**config.mk**
```make
export PLATFORM = sky130hd
export DESIGN_NAME = proc_hier
export DESIGN_NICKNAME = d
export VERILOG_FILES = /design/src/rtl/proc_hier_pkg.sv /design/src/rtl/proc_hier_sat_cnt.sv /design/src/rtl/proc_hier.sv
export SDC_FILE = /design/constraint.sdc
export NUM_CORES = 1
export LEC_CHECK = 0
export ABC_AREA = 1
export CORE_MARGIN = 4
export CORE_UTILIZATION = 45
export DETAILED_ROUTE_END_ITERATION = 12
export PLACE_DENSITY_LB_ADDON = 0.2
export SLEW_MARGIN = 5
export SYNTH_ARGS = -nofsm -noshare
export SYNTH_HDL_FRONTEND = slang
export SYNTH_HIERARCHICAL = 1
export SYNTH_SLANG_ARGS = --single-unit
```
**constraint.sdc**
```tcl
create_clock -name clk -period 3.04 [get_ports clk]
set_clock_uncertainty 0.2 [all_clocks]
set_input_delay 0.608 -clock clk [delete_from_list [all_inputs] [get_ports clk]]
set_output_delay 0.608 -clock clk [all_outputs]
set_load 0.05 [all_outputs]
```
**src/rtl/proc_hier_pkg.sv**
```systemverilog
// Shared types and defaults for the proc_hier monitor hierarchy.
// Optional cache statistics are enabled by defining PROC_HIER_CACHE_STATS_EN.
package proc_hier_pkg;

    localparam int unsigned CNT_W_DEF = 32;
    localparam int unsigned WORD_W    = 16;
    localparam int unsigned REG_IDX_W = 3;

    typedef logic [WORD_W-1:0]    word_t;
    typedef logic [REG_IDX_W-1:0] reg_idx_t;

    // One registered trace record, describing the previous commit cycle.
    typedef struct packed {
        logic  valid;
        logic  reg_wr;
        logic  load;
        logic  store;
        word_t addr;
        word_t data;
    } trace_t;

endpackage

```
**src/rtl/proc_hier_sat_cnt.sv**
```systemverilog
// Saturating up-counter with count enable and freeze; holds at all-ones.
module proc_hier_sat_cnt #(
    parameter int unsigned W = 32
) (
    input  logic         clk,
    input  logic         rst,
    input  logic         en,
    input  logic         freeze,
    output logic [W-1:0] count
);

    localparam logic [W-1:0] MAX = '1;

    logic [W-1:0] cnt_q;
    logic [W-1:0] cnt_d;

    // Next count: step only when enabled, not frozen, and not yet saturated.
    always_comb begin
        cnt_d = cnt_q;
        if (en && !freeze && (cnt_q != MAX)) begin
            cnt_d = cnt_q + W'(1);
        end
    end

    // Count register, cleared asynchronously.
    always_ff @(posedge clk or negedge rst) begin
        if (!rst) begin
            cnt_q <= '0;
        end else begin
            cnt_q <= cnt_d;
        end
    end

    assign count = cnt_q;

endmodule

```
**src/rtl/proc_hier.sv**
```systemverilog
// Processor hierarchy monitor: cycle/retire/cache statistics, sticky halt,
// and a one-cycle-delayed commit trace. Cache statistics and the
// hit-without-request error are built only with PROC_HIER_CACHE_STATS_EN.
module proc_hier
    import proc_hier_pkg::*;
#(
    parameter int unsigned CNT_W = CNT_W_DEF
) (
    input  logic             clk,
    input  logic             rst,
    input  logic [15:0]      pc,
    input  logic [15:0]      inst,
    input  logic             reg_write,
    input  logic [2:0]       write_reg,
    input  logic [15:0]      write_data,
    input  logic             mem_read,
    input  logic             mem_write,
    input  logic [15:0]      mem_addr,
    input  logic [15:0]      mem_data_in,
    input  logic [15:0]      mem_data_out,
    input  logic             halt,
    input  logic             icache_req,
    input  logic             icache_hit,
    input  logic             dcache_req,
    input  logic             dcache_hit,
    output logic [CNT_W-1:0] cycle_count,
    output logic [CNT_W-1:0] inst_count,
    output logic [CNT_W-1:0] icache_req_count,
    output logic [CNT_W-1:0] icache_hit_count,
    output logic [CNT_W-1:0] dcache_req_count,
    output logic [CNT_W-1:0] dcache_hit_count,
    output logic             halted,
    output logic             trace_valid,
    output logic             trace_reg,
    output logic             trace_load,
    output logic             trace_store,
    output logic [15:0]      trace_addr,
    output logic [15:0]      trace_data,
    output logic             err_hit_no_req
);

    logic   halted_q;
    logic   halted_d;
    trace_t trace_q;
    trace_t trace_d;
    logic   retire_c;

    // Fetch-side signals are carried for hierarchy visibility only.
    logic   unused_fetch;
    assign unused_fetch = ^{pc, inst, write_reg};

    assign retire_c = halt | reg_write | mem_write;

    // Sticky halt: set on the edge that samples the halt cycle.
    always_comb begin
        halted_d = halted_q | halt;
    end

    // Trace capture; holds its fields and drops valid once halted.
    always_comb begin
        trace_d       = trace_q;
        trace_d.valid = 1'b0;
        if (!halted_q) begin
            trace_d.valid  = reg_write | mem_read | mem_write;
            trace_d.reg_wr = reg_write;
            trace_d.load   = mem_read;
            trace_d.store  = mem_write;
            trace_d.addr   = word_t'(mem_addr);
            if (mem_write) begin
                trace_d.data = word_t'(mem_data_in);
            end else if (mem_read) begin
                trace_d.data = word_t'(mem_data_out);
            end else if (reg_write) begin
                trace_d.data = word_t'(write_data);
            end else begin
                trace_d.data = '0;
            end
        end
    end

    // Halt and trace registers.
    always_ff @(posedge clk or negedge rst) begin
        if (!rst) begin
            halted_q <= 1'b0;
            trace_q  <= '0;
        end else begin
            halted_q <= halted_d;
            trace_q  <= trace_d;
        end
    end

    proc_hier_sat_cnt #(.W(CNT_W)) u_cycle_cnt (
        .clk    (clk),
        .rst    (rst),
        .en     (1'b1),
        .freeze (halted_q),
        .count  (cycle_count)
    );

    proc_hier_sat_cnt #(.W(CNT_W)) u_inst_cnt (
        .clk    (clk),
        .rst    (rst),
        .en     (retire_c),
        .freeze (halted_q),
        .count  (inst_count)
    );

`ifdef PROC_HIER_CACHE_STATS_EN
    logic err_q;
    logic err_d;

    proc_hier_sat_cnt #(.W(CNT_W)) u_icache_req_cnt (
        .clk    (clk),
        .rst    (rst),
        .en     (icache_req),
        .freeze (halted_q),
        .count  (icache_req_count)
    );

    proc_hier_sat_cnt #(.W(CNT_W)) u_icache_hit_cnt (
        .clk    (clk),
        .rst    (rst),
        .en     (icache_hit),
        .freeze (halted_q),
        .count  (icache_hit_count)
    );

    proc_hier_sat_cnt #(.W(CNT_W)) u_dcache_req_cnt (
        .clk    (clk),
        .rst    (rst),
        .en     (dcache_req),
        .freeze (halted_q),
        .count  (dcache_req_count)
    );

    proc_hier_sat_cnt #(.W(CNT_W)) u_dcache_hit_cnt (
        .clk    (clk),
        .rst    (rst),
        .en     (dcache_hit),
        .freeze (halted_q),
        .count  (dcache_hit_count)
    );

    // Sticky protocol error: a hit strobe with no matching request.
    always_comb begin
        err_d = err_q | (icache_hit & ~icache_req) | (dcache_hit & ~dcache_req);
    end

    // Error flag register.
    always_ff @(posedge clk or negedge rst) begin
        if (!rst) begin
            err_q <= 1'b0;
        end else begin
            err_q <= err_d;
        end
    end

    assign err_hit_no_req = err_q;
`else
    logic unused_cache;
    assign unused_cache = ^{icache_req, icache_hit, dcache_req, dcache_hit};

    assign icache_req_count = '0;
    assign icache_hit_count = '0;
    assign dcache_req_count = '0;
    assign dcache_hit_count = '0;
    assign err_hit_no_req   = 1'b0;
`endif

    assign halted      = halted_q;
    assign trace_valid = trace_q.valid;
    assign trace_reg   = trace_q.reg_wr;
    assign trace_load  = trace_q.load;
    assign trace_store = trace_q.store;
    assign trace_addr  = trace_q.addr;
    assign trace_data  = trace_q.data;

endmodule

```
==> reports/results.md <==
### Routing
• wire per inst: 12.9 um
• length of the first detailed-routing pass in iterations: 5
• drt total wl: 17800 um
• ANT nets after route: 0
• detailed-route DRC error count: 0
• initial detailed-routing violation count: 448
• Avg Vias per Cell: 4.62
• total number of vias: 6375

### Timing
• Slew HR: 57.3%
• Achievable Freq: 0.402 GHz
• post-route fraction of the period consumed by the critical path: 81.9%
• transition time at the pin with the least slew margin: 0.641 ns
• Min Clock Period, post-route: 2.49 ns
• Setup Total Neg Slack: 0 ns
• Slew Limit Fails: 0
• total of endpoints with negative setup slack in the final report: 0
• Final Hold Fails: 0
• setup repair after global routing missed its margin: false

### Global route
• Total Routing Usage GR: 19.5%
• global-route wire length before repair: 28600 um
• pin count of the biggest net entering global routing: 51
• number of antenna violations at the first check in global routing: 0
• via count of the first global-routing pass: 5831
• grt total ovfl: 0

### Yosys
• fraction of synthesis flops using an asynchronous set or reset pin: 100%
• synthesized area: 7070 um2
• part of the Yosys area used for sequential elements: 35.8%
• dominant synthesized flop cell: sky130_fd_sc_hd__dfrtp_1
• top-area cell type share of the netlist area: 35.8%
• leading area contributor after synthesis: sky130_fd_sc_hd__dfrtp_1
• number of distinct library cells after synthesis: 30
• number of synthesized register bits: 101
• top-count cell post-synth: sky130_fd_sc_hd__nand2_1
• post-synthesis average cell area: 7.05 um2
• number of synthesized flops with an enable pin: 0
• post-synthesis cell count: 1003
• leading cell types by count after synthesis: sky130_fd_sc_hd__nand2_1, sky130_fd_sc_hd__buf_4, sky130_fd_sc_hd__nor2_1
• largest cells by area after synthesis: sky130_fd_sc_hd__dfrtp_1, sky130_fd_sc_hd__nand2_1, sky130_fd_sc_hd__buf_4
• Ys Warns: 6

### Placed design
• final weighted congestion in routability-driven placement: 0.889
• count of port buffers added during placement: 170
• Detailed Place HPWL: 13700 um

### Setup path
• maximum fanout encountered on the critical timing path: 6
• worst-path cell with the longest stage delay: sky130_fd_sc_hd__clkdlybuf4s50_1
• type of element capturing the critical path: output pin
• max incr delay on CP: 0.85 ns
• combined buffer and inverter count along the critical path: 1
• data required time of the worst path: 2.23 ns
• Cell Chain, Critical Path: clkdlybuf4s50_1
• WP data arrival: 1.68 ns
• kind of cell adding the most delay to the critical path: buffers and inverters
• Setup CP Type: reg2out
• launching element type of the critical path: flip-flop

### Power
• overall power after layout: 3.17 mW
• power density over the cells: 365 nW/um2
• peak ir drop on the vdd network: 0.000243 V
• leakage power of the design: 4.00 nW

### Floorplanning
• width of the die: 133 um
• Ports: 339
• Initial Util: 46.1%
• Die ar.: 17800 um2
• row cnt: 45
• area of the core: 15300 um2
• vertical die dimension: 133 um

### Run status
• status: finished clean

### Clock network
• clk slew on worst S/H paths: 0.07 ns
• Clock Sink Count: 101
• Longest Clk Path Bufs: 2
• count of hold-fix buffers inserted at cts: 0
• TritonCTS clock tree: built
• Clock Latency Late Sink: 0.35 ns
• Inserted Clock Buffers: 9
• Resized Gates After CTS: 0
• level count of the clock H-tree: 3
• root buffer selected by CTS: sky130_fd_sc_hd__clkbuf_16
• buffers inserted during post-CTS setup optimization: 0

### Job
• max-cap check violation count: 0

### Finish
• final antenna diode count: 0
• fraction of layout cells with a size suffix above 1: 5.73%
• Synth-to-Final Area Change: 23.1%
• Final nets: 1275
• # fillers: 1507

### Worst hold path
• worst min-delay path category: in2async

-- cell type report --
class / count / area (um2) / share of cell area, %
clock buffers: 12 / 267 / 3.06
clock inverters: 4 / 76.3 / 0.878
inverters: 74 / 290 / 3.34
multi-input cells: 797 / 3490 / 40.1
flip-flops and latches: 101 / 2530 / 29.1
well taps: 211 / 264 / 3.04
repair buffers: 181 / 1780 / 20.5
-- stage by stage --
step                cell area [um2]  hold slack, ns  utilization [%]  instances  worst slack (ns)
global route                   8700           0.113             56.8       1380             0.472
floorplan                      7550           0.112                -       1131             0.812
CTS                            8700          0.0955             56.8       1380             0.535
finish                         8700          0.0701             56.8       1380             0.551
global placement               8350           0.263             54.5       1364             0.583
detailed placement             8350           0.265             54.5       1364             0.560
-- cells by family after synthesis --
family / after synthesis / synth area share, %
AND/OR/NAND/NOR: 625 / 38.6
buffers and inverters: 233 / 21.6
flip-flops: 101 / 35.8
AO/OA/AOI/OAI: 26 / 1.84
XOR/XNOR: 14 / 1.74
adder cells (fa/ha/maj): 2 / 0.354
other: 2 / 0.106
-- where the power goes --
| part | switching (mW) | leakage (nW) | internal, mW | total, mW |
|---|---|---|---|---|
| clock | 0.517 | 0.165 | 0.792 | 1.31 |
| sequential | 0 | 1.22 | 1.34 | 1.34 |
| combinational | 0.424 | 2.61 | 0.0968 | 0.521 |
| total | 0.941 | 4.00 | 2.23 | 3.17 |
-- path summary, 6_finish.rpt --
path / slack, ns / to / start / cells past startpoint
worst max-delay path: 0.55 / inst_count[14] / u_inst_cnt/count[14] / 1
worst min-delay path: 0.07 / u_cycle_cnt/count[5] / rst / 1
worst max register to register: 0.79 / u_cycle_cnt/count[14] / u_cycle_cnt/count[0] / 10
worst min register to register: 0.28 / trace_addr[14] / trace_addr[14] / 2
max in group asynchronous: 1.84 / u_inst_cnt/count[24] / rst / 2
min in group clk: 0.28 / trace_addr[14] / trace_addr[14] / 2
-- routing by layer --
metal	GRT usage, %	part of all wire [%]	wire, um
met1	24.4	42	7380
met2	32.6	48	8460
met3	5.97	9.1	1620
met4	5.89	1.7	304
met5	0	0	0
-- cell usage in the layout (no fill, tap or decap), types with 5 or more instances in the layout --
cell type and n:
sky130_fd_sc_hd__nand2_1 363, sky130_fd_sc_hd__clkdlybuf4s50_1 168, sky130_fd_sc_hd__conb_1 130, sky130_fd_sc_hd__nor2_1 105, sky130_fd_sc_hd__dfrtp_1 100, sky130_fd_sc_hd__nand3_1 73, sky130_fd_sc_hd__inv_1 67, sky130_fd_sc_hd__nand4_1 38
sky130_fd_sc_hd__nor2_2 18, sky130_fd_sc_hd__a21oi_1 16, sky130_fd_sc_hd__buf_4 13, sky130_fd_sc_hd__nand3b_1 12, sky130_fd_sc_hd__xnor2_1 12, sky130_fd_sc_hd__clkbuf_16 9, sky130_fd_sc_hd__nand2_4 6, sky130_fd_sc_hd__o21ai_0 6
sky130_fd_sc_hd__inv_2 5
Power figures use the tool's default switching activity.
